**src/rtl/idct_mul_sched_if.sv**
```systemverilog
// rtl/idct_mul_sched_if.sv - start/done handshake and wrapper control bundle for idct_mul_sched
interface idct_mul_sched_if;
    logic       start;
    logic       apx_mode;
    logic [2:0] state_out;
    logic [8:0] count0;
    logic       racc_out;
    logic       rapx_out;
    logic       rstP_out;
    logic       busy;
    logic       p_valid;
    logic       done;

    modport master (
        output start, apx_mode,
        input  state_out, count0, racc_out, rapx_out, rstP_out, busy, p_valid, done
    );

    modport slave (
        input  start, apx_mode,
        output state_out, count0, racc_out, rapx_out, rstP_out, busy, p_valid, done
    );
endinterface

```
**src/rtl/idct_mul_sched.sv**
```systemverilog
// rtl/idct_mul_sched.sv - phase sequencer for the IDCT multiplier wrapper (optional MUL_SCHED_SKIP_LOW_EN)
module idct_mul_sched #(
    parameter int FILL_LEN   = 64,
    parameter int LOW_LEN    = 4,
    parameter int HIGH_LEN   = 4,
    parameter int PVALID_LAT = 3
) (
    input  logic               clk,
    input  logic               rstN,
    idct_mul_sched_if.slave    bus
);

    typedef enum logic [2:0] {
        ST_IDLE  = 3'b000,
        ST_FILL  = 3'b001,
        ST_LOW   = 3'b010,
        ST_HIGH  = 3'b011,
        ST_DRAIN = 3'b100
    } state_t;

    localparam logic [8:0] FILL_LAST  = 9'(FILL_LEN - 1);
    localparam logic [8:0] LOW_LAST   = 9'(LOW_LEN - 1);
    localparam logic [8:0] HIGH_LAST  = 9'(HIGH_LEN - 1);
    localparam logic [8:0] DRAIN_LAST = 9'(PVALID_LAT - 1);

    state_t                  state_q, state_n;
    logic [8:0]              count_q, count_n;
    logic                    apx_q, apx_n;
    logic                    racc_q, rapx_q, rstp_q, busy_q, done_q;
    logic [PVALID_LAT-1:0]   pv_sr;
    logic                    product_phase;

    // Next-state and counter: each phase counts up to its last cycle, then hands over at count 0
    always_comb begin
        state_n = state_q;
        count_n = count_q;
        apx_n   = apx_q;
        case (state_q)
            ST_IDLE: begin
                count_n = 9'd0;
                if (bus.start) begin
                    state_n = ST_FILL;
                    apx_n   = bus.apx_mode;
                end
            end
            ST_FILL: begin
                if (count_q == FILL_LAST) begin
                    count_n = 9'd0;
`ifdef MUL_SCHED_SKIP_LOW_EN
                    state_n = apx_q ? ST_HIGH : ST_LOW;
`else
                    state_n = ST_LOW;
`endif
                end else begin
                    count_n = count_q + 9'd1;
                end
            end
            ST_LOW: begin
                if (count_q == LOW_LAST) begin
                    count_n = 9'd0;
                    state_n = ST_HIGH;
                end else begin
                    count_n = count_q + 9'd1;
                end
            end
            ST_HIGH: begin
                if (count_q == HIGH_LAST) begin
                    count_n = 9'd0;
                    state_n = ST_DRAIN;
                end else begin
                    count_n = count_q + 9'd1;
                end
            end
            ST_DRAIN: begin
                if (count_q == DRAIN_LAST) begin
                    count_n = 9'd0;
                    state_n = ST_IDLE;
                end else begin
                    count_n = count_q + 9'd1;
                end
            end
            default: begin
                state_n = ST_IDLE;
                count_n = 9'd0;
            end
        endcase
    end

    // State, counter and registered controls; outputs are derived from the next state so they align with it
    always_ff @(posedge clk or negedge rstN) begin
        if (!rstN) begin
            state_q <= ST_IDLE;
            count_q <= 9'd0;
            apx_q   <= 1'b0;
            racc_q  <= 1'b1;
            rapx_q  <= 1'b0;
            rstp_q  <= 1'b1;
            busy_q  <= 1'b0;
            done_q  <= 1'b0;
        end else begin
            state_q <= state_n;
            count_q <= count_n;
            apx_q   <= apx_n;
            // wrapper operands and product are cleared on the first FILL cycle only
            racc_q  <= (state_q == ST_IDLE) && (state_n == ST_FILL);
            rstp_q  <= (state_q == ST_IDLE) && (state_n == ST_FILL);
            rapx_q  <= (state_n != ST_IDLE) && apx_n;
            busy_q  <= (state_n != ST_IDLE);
            done_q  <= (state_n == ST_DRAIN) && (count_n == DRAIN_LAST);
        end
    end

    assign product_phase = (state_q == ST_LOW) || (state_q == ST_HIGH);

    // Track the wrapper's pipeline: a product appears PVALID_LAT cycles after a LOW/HIGH phase code
    always_ff @(posedge clk or negedge rstN) begin
        if (!rstN) begin
            pv_sr <= '0;
        end else begin
            pv_sr[0] <= product_phase;
            for (int i = 1; i < PVALID_LAT; i++) begin
                pv_sr[i] <= pv_sr[i-1];
            end
        end
    end

    assign bus.state_out = state_q;
    assign bus.count0    = count_q;
    assign bus.racc_out  = racc_q;
    assign bus.rapx_out  = rapx_q;
    assign bus.rstP_out  = rstp_q;
    assign bus.busy      = busy_q;
    assign bus.p_valid   = pv_sr[PVALID_LAT-1];
    assign bus.done      = done_q;

endmodule

```
**src/flat_wrapper.sv**
```systemverilog
// flat-port wrapper written by rule: the top's interface ports become plain ports
module idct_mul_sched_flat 
#(
    parameter int FILL_LEN   = 64,
    parameter int LOW_LEN    = 4,
    parameter int HIGH_LEN   = 4,
    parameter int PVALID_LAT = 3
)
  (clk, rstN, bus_start, bus_apx_mode, bus_state_out, bus_count0, bus_racc_out, bus_rapx_out, bus_rstP_out, bus_busy, bus_p_valid, bus_done);
  idct_mul_sched_if bus_i ();
  input  logic clk;
  input  logic rstN;
  input wire logic [$bits(bus_i.start)-1:0] bus_start;
  input wire logic [$bits(bus_i.apx_mode)-1:0] bus_apx_mode;
  output wire logic [$bits(bus_i.state_out)-1:0] bus_state_out;
  output wire logic [$bits(bus_i.count0)-1:0] bus_count0;
  output wire logic [$bits(bus_i.racc_out)-1:0] bus_racc_out;
  output wire logic [$bits(bus_i.rapx_out)-1:0] bus_rapx_out;
  output wire logic [$bits(bus_i.rstP_out)-1:0] bus_rstP_out;
  output wire logic [$bits(bus_i.busy)-1:0] bus_busy;
  output wire logic [$bits(bus_i.p_valid)-1:0] bus_p_valid;
  output wire logic [$bits(bus_i.done)-1:0] bus_done;
  assign bus_i.start = bus_start;
  assign bus_i.apx_mode = bus_apx_mode;
  assign bus_state_out = bus_i.state_out;
  assign bus_count0 = bus_i.count0;
  assign bus_racc_out = bus_i.racc_out;
  assign bus_rapx_out = bus_i.rapx_out;
  assign bus_rstP_out = bus_i.rstP_out;
  assign bus_busy = bus_i.busy;
  assign bus_p_valid = bus_i.p_valid;
  assign bus_done = bus_i.done;
  idct_mul_sched #(.FILL_LEN(FILL_LEN), .LOW_LEN(LOW_LEN), .HIGH_LEN(HIGH_LEN), .PVALID_LAT(PVALID_LAT)) u_core (.clk(clk), .rstN(rstN), .bus(bus_i));
endmodule
```
**config.mk**
```make
export PLATFORM = sky130hd
export DESIGN_NAME = idct_mul_sched_flat
export DESIGN_NICKNAME = d
export VERILOG_FILES = /design/src/rtl/idct_mul_sched_if.sv /design/src/rtl/idct_mul_sched.sv /design/src/flat_wrapper.sv
export SDC_FILE = /design/constraint.sdc
export NUM_CORES = 1
export LEC_CHECK = 0
export ABC_AREA = 1
export CAP_MARGIN = 40
export CORE_MARGIN = 2
export CORE_UTILIZATION = 55
export DETAILED_ROUTE_END_ITERATION = 8
export DONT_BUFFER_PORTS = 1
export PLACE_DENSITY = 0.7
export SKIP_CTS_REPAIR_TIMING = 1
export SYNTH_ARGS = -nofsm -noshare
export SYNTH_HDL_FRONTEND = slang
export SYNTH_SLANG_ARGS = --single-unit
```
**constraint.sdc**
```tcl
create_clock -name clk -period 1.7 [get_ports clk]
set_input_delay 0.255 -clock clk [delete_from_list [all_inputs] [get_ports clk]]
set_output_delay 0.255 -clock clk [all_outputs]
set_load 0.02 [all_outputs]
```
==> summary.txt <==
Worst setup path
  – Critical Path AT: 1.79 ns
  – Critical Setup Path Class: register to register
  – Crit Reg-Reg Startpoint: u_core.bus.count0[0]
  – Reg2reg setup slack: roughly 0.12 ns
  – Number of gates on the worst path with buffers counted: 10
  – Most used cell along the critical path: sky130_fd_sc_hd__nand2_1
  – Worst endpoint required time: between 1.5 and 2 ns
  – Cell class contributing the biggest share of worst-path delay: simple AND/OR/NAND/NOR gates
  – Biggest cell delay along the critical path: between 0.4 and 0.5 ns
  – Worst reg2reg path endpoint: u_core.bus.rapx_out
  – CP max stage cell: sky130_fd_sc_hd__dfrtp_1
  – Buffers and inverters on the worst path: 1
  – Kind of start point of the critical path: register
  – CP cell instances: ha_2 > nand2_1 > nor2_2 > nand2_2 > nand2_2 > nand3b_2 > nor2_2 > nand2_1 > nand2_1 > inv_1
  – Endpoint class of the critical path: register
  – Maximum fanout encountered on the critical timing path: 3
  – Reg2Reg Depth: 10

Detailed routing
  – Detailed Routing Iterations Pass 1: 4
  – DRC violation count after routing: 0
  – Number of antenna-violating nets in the routed design: 0
  – Routed wire per std cell: roughly 14 µm
  – Ratio of routed vias to standard cells: ~5.2
  – Post-detailed-routing wire length: 2310 µm
  – First DRT Iteration DRCs: 34
  – Overall via count from detail_route: 882

Finish
  – Diode count: 0
  – Share of cells above drive strength 1: 25.7%
  – Sequential Area: 502 µm²
  – Final net count: between 150 and 200
  – Area Overhead vs Synth: 15.2%
  – Filler cells: 150
  – Multi-input combinational cell area: ~480 µm²
  – Final Core Density: 69.4%

Min path
  – Min-delay worst type: input port to register
  – Destination of the worst hold path: u_core.apx_q
  – Hold_sp: bus_apx_mode
  – Cells on Worst Hold Path: 2

Clocking
  – Root Driver: sky130_fd_sc_hd__clkbuf_4
  – TritonCTS clock tree: built
  – Clock input transition at the sequential cells of the worst setup and hold paths: around 0.12 ns
  – Total CTS buffers: 3
  – CTS Sinks: 20
  – Buffer levels on the longest clock path: 2
  – Number of H-tree levels: 1
  – Clock Latency Late Sink: 0.31 ns

Die
  – Standard-cell rows: 15
  – Die outline width: 48.0 µm
  – Floorplan Core Area: between 1500 and 2000 µm²
  – Effective utilization at floorplan: 60.3%
  – Total die area: 2300 µm²
  – I/O pins: 22
  – Die Span Y: between 40 and 50 µm

STA
  – Setup repair after global routing missed its margin: no
  – Final min period: about 1.6 ns
  – Slack of the critical path: between 0.1 and 0.15 ns
  – Worst slew pin tran: between 0.8 and 0.9 ns
  – Max-slew violation total from the final report: 0
  – Worst Clk Skew: between 0.003 and 0.004 ns
  – Hold_ws: about 0.075 ns
  – Final Hold Violating Endpoints: 0
  – Final setup TNS: 0 ns
  – Max Freq: 635 MHz
  – Period utilisation layout: between 90% and 100%
  – Slew HR: 40.5%
  – Number of failing setup endpoints in the final timing report: 0

Global route
  – Number of antenna violations at the first check in global routing: 0
  – Global-route wire length before repair: between 3000 and 4000 µm
  – Vias in the first global route: 829
  – Residual overflow from global routing: 0
  – Overall fraction of global-route tracks in use: a little under a quarter
  – Maximum number of pins on one net before global-route repair: 21

Logic synthesis
  – Gate count of the mapped netlist: approximately 130
  – Number of library cell types mapped by synthesis: 21
  – Mean area per synthesized cell: between 8 and 9 µm²
  – Dominant cells by area after synthesis: sky130_fd_sc_hd__dfrtp_1 45%, sky130_fd_sc_hd__nand2_1 9.5%, sky130_fd_sc_hd__nand3_1 7.1%
  – Library cell occupying the most area in the post-synthesis netlist: sky130_fd_sc_hd__dfrtp_1
  – Net Count, Synth: 137
  – Register area share after synthesis: between 40% and 50%
  – Area share of the largest cell type after synthesis: 44.7%
  – FF+latch count, synth: 20
  – Area of the mapped netlist: about 1100 µm²
  – Count of yosys warnings during synthesis: 0

Pwr
  – VDD IR-drop max: 0.546 mV
  – Total Power: 0.877 mW
  – Total power divided by cell area: 716 nW/µm²
  – Pleak: between 0.6 and 0.7 nW

Run status
  – Outcome: complete, no violations

Placement
  – GPL Wtd Cong: between 0.8 and 0.9
  – Estimated wirelength of the detail-placed design: approximately 1800 µm
  – Count of port buffers added during placement: 0
  – Worst setup timing slack at the placement stage: ~0.13 ns

Job
  – Max-cap violations: 0
## flip-flops by register name (all words and copies together), names as in the netlist
name,cells
u_core.bus.rstP_out,1
u_core.bus.rapx_out,1
u_core.bus.count0,9
u_core.bus.busy,1
u_core.bus.state_out,3
u_core.bus.done,1
u_core.apx_q,1
u_core.pv_sr,3
## how the worst max path moves through the flow
stage	start	end	slack, ns
after floorplan	u_core.bus.count0[1]	u_core.bus.rapx_out	0.14
final	u_core.bus.count0[0]	u_core.bus.rapx_out	0.12
after CTS	u_core.bus.count0[0]	u_core.bus.count0[6]	0.11
after detailed placement	u_core.bus.count0[0]	u_core.bus.count0[6]	0.13
after global routing	u_core.bus.count0[0]	u_core.bus.rapx_out	0.003
after global placement	u_core.bus.count0[8]	u_core.bus.rapx_out	0.19
## final cells by class
cell class,count,share of cell area (%)
Sequential cell,20,41.0
Multi-Input combinational cell,88,39.1
Inverter,22,6.74
Timing Repair Buffer,10,6.33
Tap cell,25,2.55
Clock inverter,1,2.45
Clock buffer,3,1.84
## metal layers
metal | vias up | global-route usage, % | part of all wire (%)
li1 | 428 | - | -
met1 | 404 | 27.8 | 41
met2 | 38 | 37.1 | 49
met3 | 12 | 9.43 | 7.0
met4 | 0 | 8.65 | 2.6
met5 | - | 0 | 0
## layout by cell type (no fill, tap or decap), types with 5 or more instances in the layout
cell type and n:
sky130_fd_sc_hd__nand2_1 27, sky130_fd_sc_hd__dfrtp_1 19, sky130_fd_sc_hd__nor2_1 18, sky130_fd_sc_hd__inv_1 17, sky130_fd_sc_hd__nand3_1 14, sky130_fd_sc_hd__buf_4 9
sky130_fd_sc_hd__nand2_2 6, sky130_fd_sc_hd__inv_2 5
## report_power, final
group / internal [mW] / leakage, nW / switching, mW
Sequential: 0.476 / 0.251 / 0
Clock: 0.238 / 0.0279 / 0.152
Combinational: 0.00154 / 0.367 / 0.00878
Total: 0.716 / 0.646 / 0.161
## cell families after synthesis
logic type	Yosys count	share of synthesized area [%]
fa+ha+maj	2	2.35
flops	20	47.2
buf+inv	23	8.47
compound gates	4	2.24
simple gates	78	36.5
xor+xnor	4	3.29
## cells in the mapped netlist
cell type                   n
sky130_fd_sc_hd__buf_4      1
sky130_fd_sc_hd__dfrtp_1   19
sky130_fd_sc_hd__dfstp_2    1
sky130_fd_sc_hd__ha_1       2
sky130_fd_sc_hd__inv_1     19
sky130_fd_sc_hd__inv_2      3
sky130_fd_sc_hd__nand2_1   27
sky130_fd_sc_hd__nand2_2    6
sky130_fd_sc_hd__nand3_1   15
sky130_fd_sc_hd__nand3_2    1
sky130_fd_sc_hd__nand3b_2   1
sky130_fd_sc_hd__nand4_2    1
sky130_fd_sc_hd__nor2_1    18
sky130_fd_sc_hd__nor2_2     3
sky130_fd_sc_hd__nor2_4     2
sky130_fd_sc_hd__nor3_1     3
sky130_fd_sc_hd__nor3_4     1
sky130_fd_sc_hd__o21ai_0    3
sky130_fd_sc_hd__o21ai_2    1
sky130_fd_sc_hd__xnor2_1    1
sky130_fd_sc_hd__xor2_1     3
## per-stage QoR
step,cell area [µm²],cells
6_report,1220,169
5_1_grt,1220,169
4_1_cts,1210,168
3_5_place_dp,1150,164
3_3_place_gp,1150,164
2_1_floorplan,1060,131
(Power assumes the default switching activity.)
==> variant 1, RTL diff (same flow settings) <==
Build with the macro `MUL_SCHED_SKIP_LOW_EN` defined.
--- a/src/rtl/idct_mul_sched.sv
+++ b/src/rtl/idct_mul_sched.sv
@@ -1,2 +1,4 @@
 // rtl/idct_mul_sched.sv - phase sequencer for the IDCT multiplier wrapper (optional MUL_SCHED_SKIP_LOW_EN)
+`define MUL_SCHED_SKIP_LOW_EN
+
 module idct_mul_sched #(
Check against the original RTL: same outputs for any inputs over 10 cycles, from zero or initial values and one cycle with rstN low; that may be too few to reach the edited logic, so the function may still have changed.
==> variant 1 against the original RTL <==
Worst setup slack gained 0.021 ns; design area grew 3.3%; combinational power is essentially flat; non-clock buffer count grew 3; first-iteration DRC count shrank 62%; clock skew grew 0.0038 ns; fmax grew 1.3%; die area grew 2.1%; power shrank 13%; global-route usage shrank 3.2 points; core utilization shrank 3.6 points; wire length shrank 3.9%; sequential cell count is the same; area after synthesis grew 2.4%; largest power group unchanged; highest routed layer unchanged.
==> variant 1: results (changes against the original RTL) <==
Drt
  – Met3 WL: 92 um (-43%)
  – Routed met1 length: 935 um (-2.3%)
  – Via count: 844 (-4.3%)
  – WL final: 2.222 mm (-3.9%)
  – DR iter-0 viols: 13 (-62%)

Global routing
  – Met2 Use GR: 0.3495 (-0.02113)
  – Routing usage on met3: 0.02469 (-0.06965)
  – Global-route wire length before repair: 3.601 mm (+2.7%)
  – Gr usage total: 0.1989 (-0.03208)
  – Met1 Use GR: 0.2598 (-0.01785)

Finish
  – Storage cell area: 503.0 um2 (+0.25%)
  – Layout cell share with drive strength beyond 1: 0.3191 (+0.06220)
  – Post-route cell area: 1265 um2 (+3.3%)
  – Non-clk buf share: 0.07913 (+0.01580)
  – CLK BUF: 4 (+1)
  – Area of the multi-input gates: 509.2 um2 (+6.3%)
  – Comb_multi_in: 82 (-6.8%)
  – Clock-cell share of area: 0.02868 (-0.01422)
  – Non-clk bufs: 13 (+3)

Power
  – Peak supply drop: 0.4724 mV (-13%)
  – Net Sw Power: 152.6 uW (-5.3%)
  – Logic gate share of total power: 0.014 (+0.002)
  – Power share of the sequential group: 0.625 (+0.083)

Placement
  – Placed Area: 1197 um2 (+3.7%)
  – Placed insts: 162 (-1.2%)
  – RD Place Congestion: 0.8307 (-3.9%)

Synthesis
  – Mapped Cells: 125 (-4.6%)
  – Most frequent cells after synthesis: dfrtp_1 (19), nand2_1 (18), inv_1 (15), nor2_1 (14), nand3_1 (11)
  – Post-synthesis compound-gate area fraction: 0.05632 (+0.03397)
  – Adder-cell area share of the yosys netlist: 0.02299 (-0.0005409)
  – Yosys cell types: 27 (+29%)

Run status
  – Status: finished clean

Setup path
  – Crit Path Max Fanout: 4 (+1)
  – WP data arrival: 1.76 ns (-0.03 ns)
  – Worst path max stage delay: 0.44 ns (+0.03 ns)

Timing
  – Setup Skew: 0.007459 ns (+0.003819 ns)
[variant 1: cell types whose count changed after synthesis, sizes merged, moves of 2 or more]
| cell | unedited run | this run |
|---|---|---|
| and2 | 0 | 3 |
| nand2 | 33 | 27 |
| inv | 22 | 20 |
| a31oi | 0 | 4 |
| clkinv | 0 | 2 |
| nand3 | 16 | 12 |
| nor2 | 23 | 19 |
[variant 1: final timing paths]
check,start,cells past startpoint,endpoint,slack [ns]
worst max register to register,u_core.bus.count0[1]$_DFF_PN0_,10,u_core.bus.rapx_out$_DFF_PN0_,0.15
max in group asynchronous,rstN,1,u_core.bus.count0[2]$_DFF_PN0_,0.60
min in group asynchronous,rstN,1,u_core.bus.count0[5]$_DFF_PN0_,0.50
worst min register to register,u_core.pv_sr[0]$_DFF_PN0_,0,u_core.pv_sr[1]$_DFF_PN0_,0.36
worst min-delay path,bus_start,2,u_core.bus.racc_out$_DFF_PN1_,0.09
worst max-delay path,u_core.bus.count0[1]$_DFF_PN0_,10,u_core.bus.rapx_out$_DFF_PN0_,0.15
==> variant 2, RTL diff (same settings) <==
Made on the original files. Reset style: synchronous (`rstN`), changed in 2 clocked blocks.
--- a/src/rtl/idct_mul_sched.sv
+++ b/src/rtl/idct_mul_sched.sv
@@ -89,3 +89,3 @@
     // State, counter and registered controls; outputs are derived from the next state so they align with it
-    always_ff @(posedge clk or negedge rstN) begin
+    always_ff @(posedge clk) begin
         if (!rstN) begin
@@ -115,3 +115,3 @@
     // Track the wrapper's pipeline: a product appears PVALID_LAT cycles after a LOW/HIGH phase code
-    always_ff @(posedge clk or negedge rstN) begin
+    always_ff @(posedge clk) begin
         if (!rstN) begin
Check against the original RTL: differs if rstN is asserted again (counterexample within 4 cycles, from zero or initial values and one cycle with rstN low); with rstN held inactive, the same outputs for 10 cycles.
==> variant 2 against the original RTL <==
Worst setup slack got worse by 0.0089 ns; first-iteration DRC count rose by 29%; wire length rose by 3.0%; clock skew rose by 0.0017 ns; sequential cell count did not move; design area fell by 0.20%; area after synthesis fell by 0.47%; synthesized cell count rose by 18%; critical endpoint is now u_core.bus.rapx_out$_SDFF_PN0_; via count rose by 17%; core utilization fell by 0.14 points; critical path depth did not move; hold slack got worse by 0.052 ns.
Power is not compared: it rests on default switching activity, and its combinational part moved more than twofold at a synthesized area within 25%.
==> variant 2: results (changes against the original RTL) <==
Synthesis
  – Synth Area per Inst: 6.873 um2 (-15%)
  – Most frequent cells after synthesis: nand2_1 (33), inv_1 (23), dfxtp_1 (20), nor2_1 (18), nand3_1 (14)
  – Adder-cell area share of the yosys netlist: 0.02364 (+0.0001113)
  – Yosys cell types: 23 (+9.5%)
  – Synth top area cells: dfxtp_1 (38%), nand2_1 (12%), inv_1 (8.2%)
  – Post-synthesis compound-gate area fraction: 0.08038 (+0.05803)
  – Ys async rst share: 0 (-1.000)
  – Top_reg_cell synth: dfxtp_1

Timing
  – Least-Margin Pin Slew: 0.3813 ns (-0.5083 ns)
  – Fmax: 0.6311 GHz (-0.56%)
  – Setup Skew: 0.005387 ns (+0.001747 ns)

Setup path
  – Worst path max stage delay: 0.36 ns (-0.05 ns)
  – Worst reg2reg endpoint: u_core.bus.rapx_out$_SDFF_PN0_
  – Critical path's slowest cell: dfxtp_1

Placement
  – Placed insts: 187 (+14%)
  – RD Place Congestion: 0.9800 (+13%)

Drt
  – Via count: 1029 (+17%)

Hold path
  – End point of the worst hold path: u_core.bus.rstP_out$_SDFF_PN1_

Finish
  – Filler instances: 175 (+17%)
  – Layout cell share with drive strength beyond 1: 0.2229 (-0.03405)

Global routing
  – Gr usage total: 0.2203 (-0.01075)
  – Global-route wire length before repair: 3.484 mm (-0.60%)
  – Largest net degree at the start of global routing: 13 (-38%)
  – Met1 Use GR: 0.3128 (+0.03514)
  – Vias in the first global route: 806 (-2.8%)
  – Routing usage on met3: 0.04906 (-0.04528)

Run status
  – Status: finished clean

Power
  – Design Power: 942.2 uW
variant 2: area by class of cell:
class	instances	area, um2	share of cell area
Multi-Input combinational cell	104	550.5	0.4504
Inverter	26	97.59	0.07984
Tap cell	25	31.28	0.02559
Sequential cell	20	400.4	0.3275
Clock inverter	1	30.03	0.02457
Timing Repair Buffer	12	90.09	0.07370
Clock buffer	3	22.52	0.01842
variant 2: routing by layer:
metal / vias to the layer above / wire, um
li1: 517 / -
met1: 473 / 1010
met2: 37 / 1166
met3: 2 / 187
met4: 0 / 17
met5: - / 0
variant 2: kinds of logic (layout without fill, tap and decap cells):
family,after synthesis,count (layout)
AO/OA/AOI/OAI,15,15
XOR/XNOR,1,1
flip-flops,20,20
AND/OR/NAND/NOR,86,86
buffers and inverters,30,42
adder cells (fa/ha/maj),2,2
variant 2: stage by stage:
stage	utilization	area (um2)
6_report	0.6929	1222
5_1_grt	0.6929	1222
4_1_cts	0.6830	1205
3_5_place_dp	0.6532	1152
3_3_place_gp	0.6532	1152
2_1_floorplan	-	1059
